===== config.mk =====
export PLATFORM = sky130hd
export DESIGN_NAME = dmem_arbiter_flat
export DESIGN_NICKNAME = d
export VERILOG_FILES = /design/src/rtl/rv32i_arb_pkg.sv /design/src/rtl/dmem_arbiter_if.sv /design/src/rtl/dmem_arbiter.sv /design/src/flat_wrapper.sv
export SDC_FILE = /design/constraint.sdc
export NUM_CORES = 1
export LEC_CHECK = 0
export BUFFER_PORTS_ARGS = -buffer_cell sky130_fd_sc_hd__buf_2
export CORE_AREA = 2 2 107 109
export CTS_CLUSTER_DIAMETER = 100
export DETAILED_ROUTE_END_ITERATION = 16
export DIE_AREA = 0 0 109 111
export MAX_ROUTING_LAYER = met4
export PLACE_DENSITY_LB_ADDON = 0.05
export SYNTH_ARGS = -nofsm -noshare
export SYNTH_HDL_FRONTEND = slang
export SYNTH_SLANG_ARGS = --single-unit

===== constraint.sdc =====
create_clock -name clk -period 1.9 [get_ports clk]
set_input_delay 0.19 -clock clk [delete_from_list [all_inputs] [get_ports clk]]
set_output_delay 0.19 -clock clk [all_outputs]
set_load 0.02 [all_outputs]

===== src/rtl/rv32i_arb_pkg.sv =====
// Shared types and constants for the two-port data-memory arbiter.
// Holds the lock FSM states, burst counter width and default burst limit.
package rv32i_arb_pkg;

   localparam int unsigned MAX_BURST_DEF = 4;
   localparam int unsigned CNT_W         = 4;

   typedef logic [CNT_W-1:0] cnt_t;
   typedef logic [31:0]      word_t;
   typedef logic [3:0]       be_t;

   typedef enum logic [1:0] {
      IDLE  = 2'd0,
      LOCK0 = 2'd1,
      LOCK1 = 2'd2
   } state_t;

   // Arbitration result: valid = some port wins, port = which one.
   typedef struct packed {
      logic valid;
      logic port;
   } win_t;

   function automatic state_t lock_of(input logic p);
      return p ? LOCK1 : LOCK0;
   endfunction

   function automatic cnt_t sat_inc(input cnt_t c);
      return (c == '1) ? c : c + cnt_t'(1);
   endfunction

endpackage


===== src/rtl/dmem_arbiter_if.sv =====
// Bus bundle between two requesters, the arbiter and the data memory.
// slave: arbiter side; master: requesters plus memory (environment side).
interface dmem_arbiter_if;
   import rv32i_arb_pkg::*;

   logic  m0_req;
   logic  m0_we;
   be_t   m0_be;
   word_t m0_addr;
   word_t m0_wdata;
   logic  m0_gnt;
   logic  m0_rvalid;

   logic  m1_req;
   logic  m1_we;
   be_t   m1_be;
   word_t m1_addr;
   word_t m1_wdata;
   logic  m1_gnt;
   logic  m1_rvalid;

   word_t rdata;

   logic  mem_en;
   logic  mem_we;
   be_t   mem_be;
   word_t mem_addr;
   word_t mem_wdata;
   word_t mem_rdata;

   modport slave (
      input  m0_req, m0_we, m0_be, m0_addr, m0_wdata,
      output m0_gnt, m0_rvalid,
      input  m1_req, m1_we, m1_be, m1_addr, m1_wdata,
      output m1_gnt, m1_rvalid,
      output rdata,
      output mem_en, mem_we, mem_be, mem_addr, mem_wdata,
      input  mem_rdata
   );

   modport master (
      output m0_req, m0_we, m0_be, m0_addr, m0_wdata,
      input  m0_gnt, m0_rvalid,
      output m1_req, m1_we, m1_be, m1_addr, m1_wdata,
      input  m1_gnt, m1_rvalid,
      input  rdata,
      input  mem_en, mem_we, mem_be, mem_addr, mem_wdata,
      output mem_rdata
   );

endinterface


===== src/rtl/dmem_arbiter.sv =====
// Two-port data-memory arbiter: zero-cycle grant, burst-limited locking.
// Ports: clk, reset (sync, active-high), bus (dmem_arbiter_if.slave).
module dmem_arbiter
   import rv32i_arb_pkg::*;
#(
   parameter int unsigned MAX_BURST = MAX_BURST_DEF
) (
   input  logic          clk,
   input  logic          reset,
   dmem_arbiter_if.slave bus
);

   localparam cnt_t LIMIT = cnt_t'(MAX_BURST);

   state_t state;
   logic   last_owner;
   cnt_t   burst_cnt;
   logic   rv0_q;
   logic   rv1_q;

   win_t   win;
   logic   gnt0;
   logic   gnt1;

   function automatic win_t pick(
      input state_t st,
      input logic   lo,
      input cnt_t   cnt,
      input logic   r0,
      input logic   r1
   );
      win_t w;
      w = '0;
      unique case (st)
         LOCK0: begin
            if (r0 && (!r1 || cnt < LIMIT))
               w = '{valid: 1'b1, port: 1'b0};
            else if (r1)
               w = '{valid: 1'b1, port: 1'b1};
         end
         LOCK1: begin
            if (r1 && (!r0 || cnt < LIMIT))
               w = '{valid: 1'b1, port: 1'b1};
            else if (r0)
               w = '{valid: 1'b1, port: 1'b0};
         end
         default: begin
            // Contention from idle goes to whoever did not own last.
            if (r0 && r1)
               w = '{valid: 1'b1, port: ~lo};
            else if (r0 || r1)
               w = '{valid: 1'b1, port: r1};
         end
      endcase
      return w;
   endfunction

   always_comb begin
      win = pick(state, last_owner, burst_cnt,
                 bus.m0_req, bus.m1_req);
      if (reset)
         win = '0;
   end

   assign gnt0 = win.valid & ~win.port;
   assign gnt1 = win.valid &  win.port;

   always_comb begin
      bus.mem_we    = 1'b0;
      bus.mem_be    = '0;
      bus.mem_addr  = '0;
      bus.mem_wdata = '0;
      unique case (1'b1)
         gnt0: begin
            bus.mem_we    = bus.m0_we;
            bus.mem_be    = bus.m0_be;
            bus.mem_addr  = bus.m0_addr;
            bus.mem_wdata = bus.m0_wdata;
         end
         gnt1: begin
            bus.mem_we    = bus.m1_we;
            bus.mem_be    = bus.m1_be;
            bus.mem_addr  = bus.m1_addr;
            bus.mem_wdata = bus.m1_wdata;
         end
         default: ;
      endcase
   end

   assign bus.m0_gnt = gnt0;
   assign bus.m1_gnt = gnt1;
   assign bus.mem_en = gnt0 | gnt1;

   // Gating with reset drops a read granted just before reset rose.
   assign bus.m0_rvalid = rv0_q & ~reset;
   assign bus.m1_rvalid = rv1_q & ~reset;
   assign bus.rdata     = bus.mem_rdata;

   always_ff @(posedge clk) begin
      if (reset) begin
         state      <= IDLE;
         last_owner <= 1'b1;
         burst_cnt  <= '0;
         rv0_q      <= 1'b0;
         rv1_q      <= 1'b0;
      end else begin
         rv0_q <= gnt0 & ~bus.m0_we;
         rv1_q <= gnt1 & ~bus.m1_we;
         if (win.valid) begin
            state      <= lock_of(win.port);
            last_owner <= win.port;
            if (state == lock_of(win.port))
               burst_cnt <= sat_inc(burst_cnt);
            else
               burst_cnt <= cnt_t'(1);
         end else begin
            state     <= IDLE;
            burst_cnt <= '0;
         end
      end
   end

endmodule


===== src/flat_wrapper.sv =====
// flat-port wrapper written by rule: the top's interface ports become plain ports
module dmem_arbiter_flat import rv32i_arb_pkg::*;
#(
   parameter int unsigned MAX_BURST = MAX_BURST_DEF
)
  (clk, reset, bus_m0_req, bus_m0_we, bus_m0_be, bus_m0_addr, bus_m0_wdata, bus_m0_gnt, bus_m0_rvalid, bus_m1_req, bus_m1_we, bus_m1_be, bus_m1_addr, bus_m1_wdata, bus_m1_gnt, bus_m1_rvalid, bus_rdata, bus_mem_en, bus_mem_we, bus_mem_be, bus_mem_addr, bus_mem_wdata, bus_mem_rdata);
  dmem_arbiter_if bus_i ();
  input  logic clk;
  input  logic reset;
  input wire logic [$bits(bus_i.m0_req)-1:0] bus_m0_req;
  input wire logic [$bits(bus_i.m0_we)-1:0] bus_m0_we;
  input wire logic [$bits(bus_i.m0_be)-1:0] bus_m0_be;
  input wire logic [$bits(bus_i.m0_addr)-1:0] bus_m0_addr;
  input wire logic [$bits(bus_i.m0_wdata)-1:0] bus_m0_wdata;
  output wire logic [$bits(bus_i.m0_gnt)-1:0] bus_m0_gnt;
  output wire logic [$bits(bus_i.m0_rvalid)-1:0] bus_m0_rvalid;
  input wire logic [$bits(bus_i.m1_req)-1:0] bus_m1_req;
  input wire logic [$bits(bus_i.m1_we)-1:0] bus_m1_we;
  input wire logic [$bits(bus_i.m1_be)-1:0] bus_m1_be;
  input wire logic [$bits(bus_i.m1_addr)-1:0] bus_m1_addr;
  input wire logic [$bits(bus_i.m1_wdata)-1:0] bus_m1_wdata;
  output wire logic [$bits(bus_i.m1_gnt)-1:0] bus_m1_gnt;
  output wire logic [$bits(bus_i.m1_rvalid)-1:0] bus_m1_rvalid;
  output wire logic [$bits(bus_i.rdata)-1:0] bus_rdata;
  output wire logic [$bits(bus_i.mem_en)-1:0] bus_mem_en;
  output wire logic [$bits(bus_i.mem_we)-1:0] bus_mem_we;
  output wire logic [$bits(bus_i.mem_be)-1:0] bus_mem_be;
  output wire logic [$bits(bus_i.mem_addr)-1:0] bus_mem_addr;
  output wire logic [$bits(bus_i.mem_wdata)-1:0] bus_mem_wdata;
  input wire logic [$bits(bus_i.mem_rdata)-1:0] bus_mem_rdata;
  assign bus_i.m0_req = bus_m0_req;
  assign bus_i.m0_we = bus_m0_we;
  assign bus_i.m0_be = bus_m0_be;
  assign bus_i.m0_addr = bus_m0_addr;
  assign bus_i.m0_wdata = bus_m0_wdata;
  assign bus_m0_gnt = bus_i.m0_gnt;
  assign bus_m0_rvalid = bus_i.m0_rvalid;
  assign bus_i.m1_req = bus_m1_req;
  assign bus_i.m1_we = bus_m1_we;
  assign bus_i.m1_be = bus_m1_be;
  assign bus_i.m1_addr = bus_m1_addr;
  assign bus_i.m1_wdata = bus_m1_wdata;
  assign bus_m1_gnt = bus_i.m1_gnt;
  assign bus_m1_rvalid = bus_i.m1_rvalid;
  assign bus_rdata = bus_i.rdata;
  assign bus_mem_en = bus_i.mem_en;
  assign bus_mem_we = bus_i.mem_we;
  assign bus_mem_be = bus_i.mem_be;
  assign bus_mem_addr = bus_i.mem_addr;
  assign bus_mem_wdata = bus_i.mem_wdata;
  assign bus_i.mem_rdata = bus_mem_rdata;
  dmem_arbiter #(.MAX_BURST(MAX_BURST)) u_core (.clk(clk), .reset(reset), .bus(bus_i));
endmodule

# After elaboration in Yosys (flattened, before gate mapping)

Cells that the tools add are included.

Add/subtract/negate cells: 1
$lt $le $gt $ge: 1
Eq/ne operators: 5
Muxes and demuxes: 15
Bitwise logic cells: 14
Reductions and logical operators: 10

Operator list:

| cell                  | count |
|---|---|
| $pmux W32 S2          | 2 |
| $mux W2               | 8 |
| $pmux W4 S2           | 1 |
| $not A1 Y1            | 7 |
| $and A1 B1 Y1         | 6 |
| $add A4 B1 Y4 const B | 1 |
| $eq A4 B4 Y1 const B  | 1 |
| $lt A4 B3 Y1 const B  | 1 |
| $pmux W2 S2           | 1 |
| $logic_and A1 B1 Y1   | 3 |
| $logic_or A1 B1 Y1    | 3 |
| $reduce_or A3 Y1      | 1 |
| $eq A2 B1 Y1 const B  | 1 |
| $eq A2 B2 Y1          | 1 |
| $eq A2 B2 Y1 const B  | 1 |
| $logic_not A1 Y1      | 2 |
| $mux W1               | 2 |
| $ne A2 B2 Y1 const B  | 1 |
| $pmux W1 S2           | 1 |
| $reduce_or A2 Y1      | 1 |
| $or A1 B1 Y1          | 1 |

Register bits: 9
Input port bits: 174
Output and inout port bits: 106
Logic and storage cells: 52

# Logic depth before layout (Yosys ltp)

Gate-level depths: netlist of the first run.

Depth in word-level cells: 10
Depth in mapped cells: 7
Gate-level depth less buffers: 6

# Least setup slack after synthesis of the first run

Ideal clock, no wire load.

Path kind: register to output
Start point: reg u_core.state[0]
End point: out bus_mem_addr[22]
Arrival: 1.896 ns
Path slack: -0.186 ns
Cell stages (with the launch flop): 8
Path buffers: 1
Cells stage by stage: dfxtp_1 > inv_1 > ha_1 > nor4b_4 > o22ai_2 > a21oi_4 > buf_6 > a22o_1

Longest elaborated chain between the ends: 6
Elaborated cells on any way between the ends: 8
Those cells by class: eq/ne: 2; mux: 3; bitwise: 3

RTL lines:

| item                                         | RTL line            | source |
|---|---|---|
| start, declared                              | dmem_arbiter.sv:15  | `state_t state;` |
| start signal, assigned                       | dmem_arbiter.sv:110 | `state <= lock_of(win.port);` |
| $eq A2 B2 Y1 or $eq A2 B1 Y1 (tied branches) | dmem_arbiter.sv:34  | `unique case (st)` |
| $pmux W2 S2 *                                | dmem_arbiter.sv:34  |  |
| $mux W2 *                                    | dmem_arbiter.sv:61  | `if (reset)` |
| $not A1 Y1                                   | dmem_arbiter.sv:65  | `assign gnt0 = win.valid & ~win.port;` |
| $and A1 B1 Y1 *                              | dmem_arbiter.sv:65  |  |
| via bus_m0_gnt                               | flat_wrapper.sv:15  | `output wire logic [$bits(bus_i.m0_gnt)-1:0] bus_m0_gnt;` |
| $pmux W32 S2 *                               | dmem_arbiter.sv:73  | `unique case (1'b1)` |
| end, declared                                | flat_wrapper.sv:28  | `output wire logic [$bits(bus_i.mem_addr)-1:0] bus_mem_addr;` |

The timed path passes the listed nets; every way through them passes the cells marked *.

# Worst setup path after layout of the first run

Start point: reg u_core.state[0]
End point: out bus_mem_addr[4]

Longest elaborated chain between the ends: 6
Elaborated cells on any way between the ends: 8
Those cells by class: eq/ne: 2; mux: 3; bitwise: 3

RTL lines:

| item                                         | RTL line |
|---|---|
| $eq A2 B2 Y1 or $eq A2 B1 Y1 (tied branches) | dmem_arbiter.sv:34 |
| $pmux W2 S2 *                                | dmem_arbiter.sv:34 |
| $mux W2 *                                    | dmem_arbiter.sv:61 |
| $not A1 Y1                                   | dmem_arbiter.sv:65 |
| $and A1 B1 Y1                                | dmem_arbiter.sv:65 |
| $pmux W32 S2 *                               | dmem_arbiter.sv:73 |

Mark *: on every way between the ends. The rest lies on a longest branch, timed or not.

==> results of run 1 <==
==> metal layers <==
metal	global-route usage, %	vias up
li1	-	1073
met2	22.6	140
met4	1.71	0
met1	19.2	1073
met3	5.06	10
met5	-	-
==> power breakdown <==
| group | switching (uW) | internal, uW |
|---|---|---|
| registers | 17.3 | 213 |
| logic | 1260 | 1580 |
| clock network | 94.0 | 281 |
==> cell usage after synthesis, types with 2 or more instances <==
master	instances
ha_1	3
o211ai_1	3
dfxtp_1	9
buf_6	14
nand3_1	2
nor3_1	3
a22o_1	69
a21oi_1	5
nor2b_1	2
nor2_1	3
buf_4	32
inv_1	3
==> worst min path at each step <==
| stage | from | endpoint | slack [ns] |
|---|---|---|---|
| floorplan | bus_m0_we | u_core.rv0_q$_SDFF_PP0_ | 0.27 |
| global placement | bus_mem_rdata[11] | bus_rdata[11] | 0.38 |
| detailed placement | bus_mem_rdata[11] | bus_rdata[11] | 0.38 |
| CTS | bus_m0_we | u_core.rv0_q$_SDFF_PP0_ | 0.15 |
| global route | bus_m0_we | u_core.rv0_q$_SDFF_PP0_ | 0.16 |
| finish | bus_m0_we | u_core.rv0_q$_SDFF_PP0_ | 0.15 |
==> timing repair <==
| item | 4_1_cts | 5_1_grt |
|---|---|---|
| buffers inserted | 6 | 6 |
| pin swaps | 1 | 3 |
| setup endpoints to repair | 71 | 72 |
| gates cloned | 5 | 5 |
| hold endpoints to repair | 0 | 0 |
| resized for setup | 132 | 26 |
==> state kept, by name (all words and copies together), names as in the netlist <==
name and cells:
u_core.burst_cnt 4, u_core.last_owner 1, u_core.rv0_q 1, u_core.rv1_q 1, u_core.state 2
==> through the flow <==
step	cells	cell area [sq um]	power (uW)	TNS, ns	setup WS (ns)
2_1_floorplan	169	2150	1820	0	0.0305
3_3_place_gp	495	3150	2340	-10.06	-0.196
3_5_place_dp	495	3150	2330	-10.55	-0.204
4_1_cts	510	3850	3280	-25.08	-0.395
5_1_grt	522	4100	3600	-30.48	-0.464
6_report	522	4100	3440	-24.40	-0.380
==> critical path: stages (launching register included) <==
cell	delay, ns
dfxtp_2	0.32
inv_2	0.05
ha_4	0.26
nor4b_4	0.25
o22ai_2	0.15
a21oi_4	0.16
buf_12	0.16
buf_12	0.14
clkbuf_16	0.15
a22o_4	0.11
buf_6	0.10
==> kinds of logic (layout without fill, tap and decap cells) <==
group	after synthesis	count (layout)	synth area share [%]
AO/OA/AOI/OAI	89	89	50.4
buffers and inverters	50	258	27.2
AND/OR/NAND/NOR	17	17	7.49
flip-flops	9	9	11.9
adder cells (fa/ha/maj)	3	3	2.47
XOR/XNOR	1	1	0.576
other	0	2	0
==> cell type report <==
cell class                 count  area, sq um
timing repair buffer         251         2080
fill                        1104         6980
sequential                     9          183
tap                          143          179
clock buffer                   4         78.8
multi-input combinational    110         1560
antenna                        2         5.00
inverter                       3         11.3
==> flow_summary.toml, run 1 <==
[timing]
setup_viol = 71
fin_skew_ns = 0.00280
rsz0062_at_grt = "true"
hold_slack_ns = 0.154
finalHoldViolCount = 0
worst_pin_slew_ns = 0.306
slew_violations = 0
finalCritPeriodShare_pct = 120
worst_slack_ns = -0.380
max_freq_ghz = 0.439
slew-limit-headroom_pct = 79.5
fin_crit_ns = 2.28

[placement]
port_buffers = 215
gp_routability_congestion = 0.791
dp_hpwl_um = 7250

[pwr]
p_leak_uw = 0.00212
pwr_density_cell_mw_per_mm2 = 840
vdd_ir_drop_max_mv = 0.359

[floorplanning]
start_util_pct = 13.7
die_h_um = 111
rows = 39
core_area_sq_mm = 0.0111
ios = 280
chipWidth_um = 109
die_area_sq_mm = 0.0121

[setup_path]
setup.worst_path.start = "u_core.state[0]$_SDFF_PP0_"
setup.worst_path.end = "bus_mem_addr[4]"
r2r-end = "u_core.burst_cnt[0]$_SDFFE_PP0P_"
rrSetupSlack_ns = 0.14
worstPathRequired_ns = 1.71
worstPathArrival_ns = 2.09
path_class = "reg2out"
crit_path_end_kind = "primary output"
path_max_fanout = 7
worst_r2r_path_depth = 7
cp-start-kind = "register"
rr_startpoint = "u_core.state[0]$_SDFF_PP0_"

[detailed_routing]
drc = 0
met1_length_um = 4160
vias = 2296
viasPerCell = 4.40
drtPass1Iterations = 4
first_iter_violations = 85
met2_length_um = 4680
highest_layer = "met4"
routedWlPerCell_um = 18.6
routed_wl_um = 9720
dr_wl_met3_um = 843
ant_nets = 0

[synthesis]
synth_top_area_cell = "a22o_1"
synth.avg_cell_area_sq_um = 9.00
ys_seq_area_share_pct = 11.9
synthArstFlopShare_pct = 0
syn_area_sq_mm = 0.00152
synth.distinct_cells = 33
ys_ff_latch = 9
syn_nets = 346
ys.flop_type = "dfxtp_1"
synth_top_area_share_pct = 39.8
synth.area.top_cells = "a22o_1 40%, buf_4 16%, dfxtp_1 12%, buf_6 10%, ha_1 2.5%"
ys.warnings.count = 0
synth_cells = 169
synth_edf_count = 0

[run]
drv_cap = 0

[clocking]
cts_sinks = 9
clockBufferDepth = 2
clock-root-buffer = "clkbuf_16"
htreeDepth = 1
clkLatencyLatePin_ns = 0.24
clkSlewWorstSetupHoldPaths_ns = 0.04
cts_hold_buf = 0
cts-buffers-inserted = 3
cts_tree = "done"

[global_routing]
grt_pass1_vias = 2369
antenna_found_initial = 2
grt_pass1_wl_um = 13200
grt_usage_pct = 14.7
grt_overflow = 0
grt_start_max_net_pins = 33

[outcome]
violations = "negative setup slack"
status = "complete, but fails checks"

[layout]
fin_nets = 555
layout-drive-gt1-share_pct = 89.4
area_delta_synth_final_pct = 170
final_cell_mix = "144 x buf_2, 74 x buf_6, 69 x a22o_4"
post-route-util_pct = 37.0
layout_commonest_cell = "buf_2"

[hold_path]
hold_depth = 2
hp-class = "in2reg"
(Power assumes the default switching activity.)
==> run 2: changes to the inputs <==
--- a/config.mk
+++ b/config.mk
@@ -5,11 +5,12 @@
 export SDC_FILE = /design/constraint.sdc
 export NUM_CORES = 1
 export LEC_CHECK = 0
+export ABC_AREA = 1
 export BUFFER_PORTS_ARGS = -buffer_cell sky130_fd_sc_hd__buf_2
-export CORE_AREA = 2 2 107 109
+export CORE_AREA = 2 2 109 111
 export CTS_CLUSTER_DIAMETER = 100
 export DETAILED_ROUTE_END_ITERATION = 16
-export DIE_AREA = 0 0 109 111
+export DIE_AREA = 0 0 111 113
 export MAX_ROUTING_LAYER = met4
 export PLACE_DENSITY_LB_ADDON = 0.05
 export SYNTH_ARGS = -nofsm -noshare
==> run 2 against run 1 <==
Against the previous run: sequential cell count stayed put; critical endpoint is now bus_mem_wdata[23]; global-route usage fell by 1.7 points; routed wire length fell by 11%; via count rose by 11%; the run still ends with negative setup slack left; cell count is 27% higher; critical path depth up 4; design area fell by 9.4%; worst hold slack lost 0.033 ns; clock skew grew 0.0011 ns; first-iteration DRC count down 58%; die area increased by 3.7%.
==> flow_summary.toml, run 2 <==
[layout]
layout_commonest_cell = "nand2_1"
num_antenna_cells = 0
area_delta_synth_final_pct = 126
largestRegisters = "u_core.burst_cnt (4), u_core.state (2)"
layout-drive-gt1-share_pct = 61.0
post-route-util_pct = 33.0
stdcell_count = 664
multi_input_area_sq_mm = 0.00130
fin_nets = 699
fillCellCount = 1242
largest-register = "u_core.burst_cnt"
largest_reg_flops = 4
final_cell_mix = "163 x nand2_1, 146 x buf_2, 55 x buf_6"
regArea_sq_um = 185

[synthesis]
synth_mux_area_share_pct = 0
yosys.area_share.simple_pct = 57.9
synth_top_family_by_area = "simple AND/OR/NAND/NOR gates"
synth.most_common_cell = "nand2_1"
syn_nets = 498
ys.warnings.count = 0
synth.top_cells.by_count = "213 x nand2_1, 32 x buf_4, 14 x inv_1, 10 x nor2_1"
syn_area_sq_mm = 0.00164
ys.flop_type = "dfxtp_1"
synth.avg_cell_area_sq_um = 5.11
synth_edf_count = 0
synth.distinct_cells = 19
ys_seq_area_share_pct = 11.0
synth_top_area_share_pct = 48.7
synth_cells = 321
synth.area.top_cells = "nand2_1 49%, buf_4 15%, dfxtp_1 11%, buf_6 4.1%, nand2_2 3.4%"
synthAdderAreaFrac_pct = 2.29
synthArstFlopShare_pct = 0
synth_top_area_cell = "nand2_1"
ys_ff_latch = 9
synth_xor_area_share_pct = 1.60
synth_compound_area_share_pct = 1.45

[placement]
dp_hpwl_um = 6370
dp_cells = 644
port_buffers = 215
gp_routability_congestion = 0.765

[hold_path]
hp-class = "in2reg"

[global_routing]
grt_pass1_wl_um = 12700
grt_pass1_vias = 2609
grt_start_max_net_pins = 21
grt_overflow = 0
antenna_found_initial = 0
grt_usage_pct = 13.0

[detailed_routing]
routed_wl_um = 8620
drc = 0
routedWlPerCell_um = 13.0
vias = 2560
drtPass1Iterations = 4
ant_nets = 0
first_iter_violations = 36
viasPerCell = 3.86

[pwr]
pwr_density_cell_mw_per_mm2 = 775
p_leak_uw = 0.00223
vdd_ir_drop_max_mv = 0.266

[timing]
fin_crit_ns = 2.02
setup_viol = 69
finalCritPeriodShare_pct = 106
hold_slack_ns = 0.121
rsz0062_at_grt = "true"
max_freq_ghz = 0.496
finalHoldViolCount = 0
fin_skew_ns = 0.00391
worst_pin_slew_ns = 0.213
slew_violations = 0
worst_slack_ns = -0.118
slew-limit-headroom_pct = 85.7

[floorplanning]
core_area_sq_mm = 0.0113
rows = 39
start_util_pct = 14.6
ios = 280
die_area_sq_mm = 0.0125
die_h_um = 113
chipWidth_um = 111

[clocking]
clkLatencyLatePin_ns = 0.24
cts-buffers-inserted = 3
clockBufferDepth = 2
clkSlewWorstSetupHoldPaths_ns = 0.04
htreeDepth = 1
cts_sinks = 9
cts_hold_buf = 0
cts_tree = "done"
clock-root-buffer = "clkbuf_16"

[run]
drv_cap = 0

[setup_path]
worstPathRequired_ns = 1.71
path_class = "reg2out"
path_max_fanout = 6
crit_path_end_kind = "primary output"
worstPathArrival_ns = 1.83
cp-start-kind = "register"

[outcome]
status = "complete, but fails checks"
violations = "negative setup slack"
## run 2: cell types whose count changed after synthesis, sizes merged, moves of 4 or more
cell | before | now
nand2 | 1 | 224
nor2 | 4 | 10
nand3 | 2 | 6
a21oi | 7 | 1
inv | 3 | 16
a22o | 69 | 0
## run 2: worst paths after layout
check / from / endpoint / slack (ns) / depth (start not counted)
min reg2reg: u_core.last_owner$_SDFFE_PP1P_ / u_core.last_owner$_SDFFE_PP1P_ / 0.50 / 2
min: bus_m1_we / u_core.rv1_q$_SDFF_PP0_ / 0.12 / 2
max: u_core.state[0]$_SDFF_PP0_ / bus_mem_wdata[23] / -0.12 / 14
max reg2reg: u_core.state[0]$_SDFF_PP0_ / u_core.burst_cnt[3]$_SDFFE_PP0P_ / 0.37 / 12
## run 2: worst max-delay path, cell delays in order, from the launching register on
cell       delay (ns)
dfxtp_2          0.32
buf_6            0.11
ha_4             0.15
nand2_2          0.04
inv_1            0.03
nand2_1          0.06
nand3_2          0.11
nand2_4          0.09
nand2_4          0.07
inv_8            0.07
buf_12           0.13
clkbuf_16        0.16
nand2_1          0.06
nand2_1          0.07
buf_6            0.11
## run 2: what timing repair did
action,CTS,global route
setup endpoints to repair,71,71
gates cloned,6,4
buffers inserted,8,1
gates resized for setup,170,45
pin swaps,15,19
## run 2: cell type report
cell class | count | share of cell area [%]
timing repair buffer | 241 | 50.8
multi-input combinational | 250 | 34.9
sequential | 9 | 4.98
tap | 143 | 4.82
inverter | 16 | 2.16
clock buffer | 3 | 2.02
timing repair inverter | 1 | 0.236
clock inverter | 1 | 0.135
## run 2: logic make-up (layout without fill, tap and decap cells)
family	after synthesis	count (layout)
compound gates	4	4
buf+inv	62	262
simple gates	240	240
flops	9	9
fa+ha+maj	3	3
xor+xnor	3	3
## run 2: stage by stage
stage	setup WS [ns]	area [sq um]	total power, uW	TNS (ns)
6_report	-0.118	3710	2880	-5.45
3_3_place_gp	0.0427	2670	1760	0
5_1_grt	-0.200	3710	3090	-11.89
4_1_cts	-0.130	3480	2740	-5.90
2_1_floorplan	0.178	1640	1240	0
3_5_place_dp	0.0271	2670	1740	0
## run 2: report_power, final
group / leakage [uW] / switching [uW] / internal, uW
registers: 0.0000750 / 17.7 / 216
logic: 0.00211 / 1170 / 1100
clock network: 0.0000409 / 101 / 278
total: 0.00223 / 1280 / 1590
## run 2: routing by layer
layer / part of all wire, % / vias up / track usage [%]
li1: - / 1327 / -
met1: 35 / 1093 / 13.4
met2: 56 / 130 / 24.9
met3: 8.1 / 10 / 3.27
met4: 1.1 / 0 / 2.75
met5: 0 / - / -
